<file path="src/rtl/mux_arb_pkg.sv">
// rtl/mux_arb_pkg.sv - shared types and defaults for the 2:1 stream arbiter front end
package mux_arb_pkg;
    localparam int DEF_WIDTH = 32;
    localparam int DEF_CNT_W = 16;

    typedef enum logic {ST_EMPTY, ST_FULL} out_state_t;

    localparam logic SEL_IN0 = 1'b0;
    localparam logic SEL_IN1 = 1'b1;
endpackage

</file>
<file path="src/rtl/mux2_stream_arb_if.sv">
// rtl/mux2_stream_arb_if.sv - two source streams, one selected output stream and grant counters
interface mux2_stream_arb_if
    import mux_arb_pkg::*;
#(
    parameter int WIDTH = DEF_WIDTH,
    parameter int CNT_W = DEF_CNT_W
);
    logic [WIDTH-1:0] in0_data;
    logic             in0_valid;
    logic             in0_ready;
    logic [WIDTH-1:0] in1_data;
    logic             in1_valid;
    logic             in1_ready;
    logic [WIDTH-1:0] out_data;
    logic             out_sel;
    logic             out_valid;
    logic             out_ready;
    logic [CNT_W-1:0] gnt0_cnt;
    logic [CNT_W-1:0] gnt1_cnt;

    // master: sources and consumer around the arbiter
    modport master (
        output in0_data, in0_valid, in1_data, in1_valid, out_ready,
        input  in0_ready, in1_ready, out_data, out_sel, out_valid, gnt0_cnt, gnt1_cnt
    );

    // slave: the arbiter itself
    modport slave (
        input  in0_data, in0_valid, in1_data, in1_valid, out_ready,
        output in0_ready, in1_ready, out_data, out_sel, out_valid, gnt0_cnt, gnt1_cnt
    );
endinterface

</file>
<file path="src/rtl/rr_arb2.sv">
// rtl/rr_arb2.sv - two-requester round-robin grant with the priority pointer flop
module rr_arb2
    import mux_arb_pkg::*;
(
    input  logic       clk,
    input  logic       rst,
    input  logic [1:0] req,
    input  logic       adv,
    output logic       gnt_valid,
    output logic       gnt_idx
);
    logic ptr;

    // after a transfer the other source gets priority on the next contention
    always_ff @(posedge clk or posedge rst) begin
        if (rst) begin
            ptr <= SEL_IN0;
        end else if (adv) begin
            ptr <= ~gnt_idx;
        end
    end

    always_comb begin
        gnt_valid = |req;
        gnt_idx   = SEL_IN0;
        case (req)
            2'b01:   gnt_idx = SEL_IN0;
            2'b10:   gnt_idx = SEL_IN1;
            2'b11:   gnt_idx = ptr;
            default: gnt_idx = SEL_IN0;
        endcase
    end
endmodule

</file>
<file path="src/rtl/mux2_stream_arb.sv">
// rtl/mux2_stream_arb.sv - round-robin 2:1 stream mux with a 1-deep registered output stage
// Optional grant counters are built when MUX_ARB_CNT_EN is defined.
module mux2_stream_arb
    import mux_arb_pkg::*;
#(
    parameter int WIDTH = DEF_WIDTH,
    parameter int CNT_W = DEF_CNT_W
)(
    input logic             clk,
    input logic             rst,
    mux2_stream_arb_if.slave bus
);
    out_state_t       state, state_nxt;
    logic             load;
    logic             gnt_valid;
    logic             gnt_idx;
    logic             xfer;
    logic [WIDTH-1:0] sel_data;

    rr_arb2 u_arb (
        .clk       (clk),
        .rst       (rst),
        .req       ({bus.in1_valid, bus.in0_valid}),
        .adv       (xfer),
        .gnt_valid (gnt_valid),
        .gnt_idx   (gnt_idx)
    );

    // ready is gated by rst so nothing is accepted while the stage is held empty
    always_comb begin
        load          = (state == ST_EMPTY) | bus.out_ready;
        bus.in0_ready = !rst & load & gnt_valid & (gnt_idx == SEL_IN0);
        bus.in1_ready = !rst & load & gnt_valid & (gnt_idx == SEL_IN1);
        xfer          = bus.in0_ready | bus.in1_ready;
        sel_data      = (gnt_idx == SEL_IN1) ? bus.in1_data : bus.in0_data;
        state_nxt     = state;
        if (load) begin
            state_nxt = xfer ? ST_FULL : ST_EMPTY;
        end
    end

    always_ff @(posedge clk or posedge rst) begin
        if (rst) begin
            state <= ST_EMPTY;
        end else begin
            state <= state_nxt;
        end
    end

    always_ff @(posedge clk or posedge rst) begin
        if (rst) begin
            bus.out_data <= '0;
            bus.out_sel  <= SEL_IN0;
        end else if (xfer) begin
            bus.out_data <= sel_data;
            bus.out_sel  <= gnt_idx;
        end
    end

    assign bus.out_valid = (state == ST_FULL);

`ifdef MUX_ARB_CNT_EN
    always_ff @(posedge clk or posedge rst) begin
        if (rst) begin
            bus.gnt0_cnt <= '0;
            bus.gnt1_cnt <= '0;
        end else begin
            if (bus.in0_ready && bus.gnt0_cnt != '1) begin
                bus.gnt0_cnt <= bus.gnt0_cnt + CNT_W'(1);
            end
            if (bus.in1_ready && bus.gnt1_cnt != '1) begin
                bus.gnt1_cnt <= bus.gnt1_cnt + CNT_W'(1);
            end
        end
    end
`else
    assign bus.gnt0_cnt = {CNT_W{1'b0}};
    assign bus.gnt1_cnt = {CNT_W{1'b0}};
`endif
endmodule

</file>
<file path="src/flat_wrapper.sv">
// flat-port wrapper written by rule: the top's interface ports become plain ports
module mux2_stream_arb_flat import mux_arb_pkg::*;
#(
    parameter int WIDTH = DEF_WIDTH,
    parameter int CNT_W = DEF_CNT_W
)
  (clk, rst, bus_in0_data, bus_in0_valid, bus_in1_data, bus_in1_valid, bus_out_ready, bus_in0_ready, bus_in1_ready, bus_out_data, bus_out_sel, bus_out_valid, bus_gnt0_cnt, bus_gnt1_cnt);
  mux2_stream_arb_if #(.WIDTH(WIDTH), .CNT_W(CNT_W)) bus_i ();
  input logic clk;
  input logic rst;
  input wire logic [$bits(bus_i.in0_data)-1:0] bus_in0_data;
  input wire logic [$bits(bus_i.in0_valid)-1:0] bus_in0_valid;
  input wire logic [$bits(bus_i.in1_data)-1:0] bus_in1_data;
  input wire logic [$bits(bus_i.in1_valid)-1:0] bus_in1_valid;
  input wire logic [$bits(bus_i.out_ready)-1:0] bus_out_ready;
  output wire logic [$bits(bus_i.in0_ready)-1:0] bus_in0_ready;
  output wire logic [$bits(bus_i.in1_ready)-1:0] bus_in1_ready;
  output wire logic [$bits(bus_i.out_data)-1:0] bus_out_data;
  output wire logic [$bits(bus_i.out_sel)-1:0] bus_out_sel;
  output wire logic [$bits(bus_i.out_valid)-1:0] bus_out_valid;
  output wire logic [$bits(bus_i.gnt0_cnt)-1:0] bus_gnt0_cnt;
  output wire logic [$bits(bus_i.gnt1_cnt)-1:0] bus_gnt1_cnt;
  assign bus_i.in0_data = bus_in0_data;
  assign bus_i.in0_valid = bus_in0_valid;
  assign bus_i.in1_data = bus_in1_data;
  assign bus_i.in1_valid = bus_in1_valid;
  assign bus_i.out_ready = bus_out_ready;
  assign bus_in0_ready = bus_i.in0_ready;
  assign bus_in1_ready = bus_i.in1_ready;
  assign bus_out_data = bus_i.out_data;
  assign bus_out_sel = bus_i.out_sel;
  assign bus_out_valid = bus_i.out_valid;
  assign bus_gnt0_cnt = bus_i.gnt0_cnt;
  assign bus_gnt1_cnt = bus_i.gnt1_cnt;
  mux2_stream_arb #(.WIDTH(WIDTH), .CNT_W(CNT_W)) u_core (.clk(clk), .rst(rst), .bus(bus_i));
endmodule
</file>
<file path="config.mk">
export PLATFORM = sky130hd
export DESIGN_NAME = mux2_stream_arb_flat
export DESIGN_NICKNAME = d
export VERILOG_FILES = /design/src/rtl/mux_arb_pkg.sv /design/src/rtl/mux2_stream_arb_if.sv /design/src/rtl/rr_arb2.sv /design/src/rtl/mux2_stream_arb.sv /design/src/flat_wrapper.sv
export SDC_FILE = /design/constraint.sdc
export NUM_CORES = 1
export LEC_CHECK = 0
export CELL_PAD_IN_SITES_DETAIL_PLACEMENT = 1
export CELL_PAD_IN_SITES_GLOBAL_PLACEMENT = 2
export CORE_MARGIN = 2
export CORE_UTILIZATION = 20
export CTS_BUF_LIST = sky130_fd_sc_hd__clkbuf_8
export DETAILED_ROUTE_END_ITERATION = 8
export HOLD_SLACK_MARGIN = 0.05
export PLACE_DENSITY_LB_ADDON = 0.1
export SYNTH_ARGS = -nofsm -noshare
export SYNTH_HDL_FRONTEND = slang
export SYNTH_SLANG_ARGS = --single-unit
</file>
<file path="constraint.sdc">
create_clock -name clk -period 1.85 [get_ports clk]
set_input_delay 0.37 -clock clk [delete_from_list [all_inputs] [get_ports clk]]
set_output_delay 0.37 -clock clk [all_outputs]
set_load 0.01 [all_outputs]
</file>
# == Yosys cells after proc, flatten, opt, wreduce, memory -nomap -nowiden ==
# Cells that the tools add are included.
# Widths: inputs -> output; s select.
# word_totals
out_inout_bits,68
regBits,35
input_bits,69
wordCells,19
# op_classes
muxes,3
n_reduce_logical,2
bitwise_logic,8
n_eq_ne,2
# op_table
op,n
$mux 32,1
$and 1x1->1,4
$eq 2x2->1 const B,2
$not 1->1,2
$or 1x1->1,2
$pmux 1 s2,1
$reduce_or 2->1,1
$logic_not 1->1,1
$mux 1,1

# == Longest topological paths before layout ==
# depth
word_depth,7
mapped_depth,6
mapped_depth_nobuf,3

# == Modules after synthesis ==
# A second synthesis with hierarchy kept.
# hier_totals
hier_cells,154
area_unflattened_um2,2049.5
# modules_own_cells
mod,area_per_inst_um2,cells_per_inst,n_inst,seq_area_each_um2
mux2_stream_arb,1983.2,147,1,850.8
rr_arb2,66.3,7,1,25.0

# == Least setup slack after synthesis ==
# Ideal clock, no wire load.
# synth_timing
kind,reg-to-reg
from,"reg u_core.state, in the netlist u_core.bus.out_valid"
to,reg u_core.bus.out_data[0]
setup_time_ps,126
t_arrival_ps,1587
required_time_ps,1724
slack_ps,137
n_path_buf,3
stages_incl_launch_ff,7
cell_sequence,dfrtp_1 nor2b_4 buf_6 or3_1 buf_6 buf_6 a221o_1
# synth_via
elab_chain_cells,6
elab_cells_between_ends,7
# synth_rtl
item,line,source
"start, declared",mux2_stream_arb.sv:13,"out_state_t state, state_nxt;"
"start signal, assigned",mux2_stream_arb.sv:46,state <= state_nxt;
$not 1->1 *,mux2_stream_arb.sv:31,load = (state == ST_EMPTY) | bus.out_ready;
$or 1x1->1 *,mux2_stream_arb.sv:31,
$and 1x1->1 * (2 in series),"mux2_stream_arb.sv:32, mux2_stream_arb.sv:33",
$and 1x1->1 (on tied branches),"mux2_stream_arb.sv:32, mux2_stream_arb.sv:33",
$or 1x1->1 *,mux2_stream_arb.sv:34,xfer = bus.in0_ready | bus.in1_ready;
"end signal, assigned",mux2_stream_arb.sv:55,bus.out_data <= sel_data;
"end, declared",mux2_stream_arb_if.sv:30,"output in0_ready, in1_ready, out_data, out_sel, out_valid, gnt0_cnt, gnt1_cnt"
# Every way passes the cells marked *; elsewhere a longest branch is shown, timed or not.
# A chain may end at the register's enable or synchronous reset.

# == Worst setup path in the final report ==
# layout_timing
from,"reg u_core.state, in the netlist u_core.bus.out_valid"
to,out bus_in1_ready
# layout_via
elab_chain_cells,5
# layout_rtl
item,line,source
$not 1->1,mux2_stream_arb.sv:31,
$or 1x1->1,mux2_stream_arb.sv:31,
$and 1x1->1 (3 in series),mux2_stream_arb.sv:33,bus.in1_ready = !rst & load & gnt_valid & (gnt_idx == SEL_IN1);
"end, declared",flat_wrapper.sv:17,output wire logic [$bits(bus_i.in1_ready)-1:0] bus_in1_ready;
# Every way passes these cells.

==> summary.json <==
{
  "postSynth.asyncResetShare_pct": 100.0,
  "seq_area_frac_synth_pct": 44.14,
  "muxShareOfSynthArea_pct": 0,
  "timing.max_cap.violations": 0,
  "area.sequential_um2": 877.1,
  "dominantRegCellSynth": "sky130_fd_sc_hd__dfrtp_1",
  "synth_compound_area_share_pct": 18.28,
  "via_per_inst": 4.381,
  "hold_violations": 0,
  "floorplan.rows": 36,
  "grt.overflow.total": 0,
  "number_of_synthesized_flops_with_an_enable_pin": 0,
  "avgSynthCellArea_um2": 10.02,
  "crit_path_arrival_time_ps": 1400,
  "yosys-top-cells-count": "sky130_fd_sc_hd__dfrtp_1, sky130_fd_sc_hd__a221o_1, sky130_fd_sc_hd__buf_4, sky130_fd_sc_hd__nand2_1, sky130_fd_sc_hd__nor4_1",
  "grt_first_pass_wirelength_mm": 11.83,
  "r2r_slack_ps": 80,
  "ctsLongestPathBuffers": 2,
  "clock_sinks": 35,
  "placeableCoreArea_um2": 9684,
  "ys_types": 19,
  "finClkSkew_ps": 6.866,
  "setup-violations-final": 0,
  "worstReg2RegEnd": "u_core.bus.out_data[25]$_DFFE_PP0P_",
  "final_core_area_utilization_pct": 32.80,
  "synth_to_layout_area_growth_pct": 60.09,
  "hpwlAfterDp_mm": 4.932,
  "fin_nets": 372,
  "avgRoutedWirePerCell_um": 16.86,
  "antenna_found_initial": 0,
  "layout-drive-gt1-share_pct": 10.89,
  "fin_tns_setup_ps": 0,
  "finalMaxSlewViolations": 0,
  "ys.warnings.count": 0,
  "root_buffer": "sky130_fd_sc_hd__clkbuf_8",
  "post_synth_instance_area_um2": 1984,
  "maxClockFrequency_ghz": 0.5640,
  "power.static_leakage_nw": 1.334,
  "placed_cell_count": 428,
  "grt_start_max_net_pins": 34,
  "global_route.usage.total_pct": 13.79,
  "period_needed_ps": 1773,
  "grt_pass1_vias": 2085,
  "dieArea_um2": 10740,
  "via_count": 1910,
  "synth_top_cells_by_area": "sky130_fd_sc_hd__dfrtp_1, sky130_fd_sc_hd__a221o_1, sky130_fd_sc_hd__buf_4, sky130_fd_sc_hd__nor4_1, sky130_fd_sc_hd__nand2_1",
  "crit_type": "register to primary output",
  "tritoncts": "built",
  "critical_path_peak_fanout": 4,
  "run_status": "finished, final reports clean",
  "syn_inst": 198,
  "remaining_design_rule_violation_count": 0,
  "hold_buffers": 0,
  "fill_count": 1106,
  "timing.critical_path.required_ps": 1480,
  "htree_levels": 2,
  "netlist.top_cell.by_area": "sky130_fd_sc_hd__dfrtp_1",
  "multiInputGateArea_um2": 862.1,
  "critical_path.endpoint_type": "primary output",
  "postRouteWirelength_mm": 7.349,
  "holdCritPathClass": "input port to async pin",
  "initial_core_util_pct": 20.49,
  "globalplace.congestion": 0.7025,
  "dieWidth_um": 103.6,
  "r2r_start": "u_core.bus.out_valid$_DFFE_PP0N_",
  "synth_fa_ha_area_share_pct": 0,
  "top_count_cell_post_synth": "sky130_fd_sc_hd__dfrtp_1",
  "cts_buffers": 5,
  "clk-insertion-delay-late_ps": 290,
  "fp.dieH_um": 103.6,
  "area_fraction_in_and_or_nand_and_nor_cells_after_synthesis_pct": 18.41,
  "yosys.area_share.xor_xnor_pct": 0,
  "synth_seq_cells": 35,
  "diodes": 0,
  "top_level_ports": 137,
  "main_combinational_cell_family_by_area_after_synthesis": "buffers and inverters",
  "pwr_density_cell_nw_per_um2": 806.5,
  "yosysTopAreaCellShare_pct": 44.14,
  "port_buf_inserts": 104,
  "final_min_period_over_clock_period_pct": 95.84,
  "worst_r2r_path_depth": 5,
  "first_pass_iters": 4,
  "worst_ir_drop_vdd_uv": 269.9,
  "worst_setup_hold_path_clk_slew_ps": 80,
  "startpoint_class": "register",
  "dr.first_iter.drc_count": 53,
  "setup_repair_after_global_routing_missed_its_margin": "false",
  "final-instance-count-excl-fill": 436,
  "drt.antenna.violating_nets": 0
}
## layout by cell type, fill, tap and decap left out, types with 2 or more instances in the layout
cell type	synthesis	final
sky130_fd_sc_hd__dlygate4sd2_1	0	3
sky130_fd_sc_hd__a21o_1	2	2
sky130_fd_sc_hd__a221o_1	32	32
sky130_fd_sc_hd__buf_2	4	2
sky130_fd_sc_hd__nor4_1	32	32
sky130_fd_sc_hd__dfrtp_1	35	34
sky130_fd_sc_hd__nand2_1	32	32
sky130_fd_sc_hd__buf_4	32	17
sky130_fd_sc_hd__conb_1	1	32
sky130_fd_sc_hd__clkbuf_8	0	6
sky130_fd_sc_hd__nor2b_4	1	2
sky130_fd_sc_hd__clkdlybuf4s50_1	0	98
## worst max path at each step
stage | startpoint | cells after the start | to | slack (ps)
finish | u_core.bus.out_valid$_DFFE_PP0N_ | 4 | bus_in1_ready | 80
global route | u_core.bus.out_valid$_DFFE_PP0N_ | 4 | bus_in1_ready | 20
CTS | u_core.bus.out_valid$_DFFE_PP0N_ | 4 | bus_in1_ready | 4
detailed placement | bus_out_ready | 4 | bus_in0_ready | -440
global placement | bus_out_ready | 5 | bus_in1_ready | -460
floorplan | u_core.bus.out_valid$_DFFE_PP0N_ | 6 | u_core.bus.out_data[0]$_DFFE_PP0P_ | 140
## critical path, cell delays in order (launching register included)
cell and delay (ps):
sky130_fd_sc_hd__dfrtp_1 400, sky130_fd_sc_hd__nor2b_4 160, sky130_fd_sc_hd__nor4b_2 200, sky130_fd_sc_hd__buf_4 150, sky130_fd_sc_hd__clkdlybuf4s15_2 210
## where the power goes
group | switching (mW) | total [mW] | internal (mW)
sequential | 0.0932 | 1.01 | 0.919
clock | 0.294 | 0.587 | 0.293
combinational | 0.400 | 0.963 | 0.563
total | 0.787 | 2.56 | 1.77
## area by class of cell
cell class	count	share of cell area, %
Timing Repair Buffer	122	37.02
Sequential cell	35	27.61
Multi-Input combinational cell	137	27.14
Tap cell	133	5.238
Clock buffer	6	2.599
Inverter	2	0.2363
Clock inverter	1	0.1575
## per-stage QoR
step	total power, mW	hold WS [ps]	setup WS, ps	area [um2]
6_report	2.562	397.0	76.98	3177
2_1_floorplan	1.471	515.8	136.9	2101
3_3_place_gp	1.991	465.8	-463.2	3082
5_1_grt	2.711	438.6	20.13	3177
4_1_cts	2.597	403.1	4.191	3168
3_5_place_dp	1.999	467.2	-441.7	3082
## state kept, by name, summed over array words and instances (netlist names)
signal,count
u_core.bus.out_sel,1
u_core.bus.out_valid,1
u_core.bus.out_data,32
u_core.u_arb.ptr,1
## layer usage
metal	GRT usage (%)	part of all wire [%]
met1	18.59	46
met4	2.606	0.78
met2	22.66	47
met3	3.335	6.5
met5	0	0
## what timing repair did
action / in CTS / in global routing
gates cloned: 0 / 0
buffers inserted: 0 / 1
gates resized for setup: 11 / 1
setup endpoints to repair: 34 / 1
pin swaps: 0 / 1
## cells by family after synthesis
group / Yosys count
AND/OR/NAND/NOR: 70
other: 1
buffers and inverters: 57
flip-flops: 35
AO/OA/AOI/OAI: 35
(Power assumes the default switching activity.)
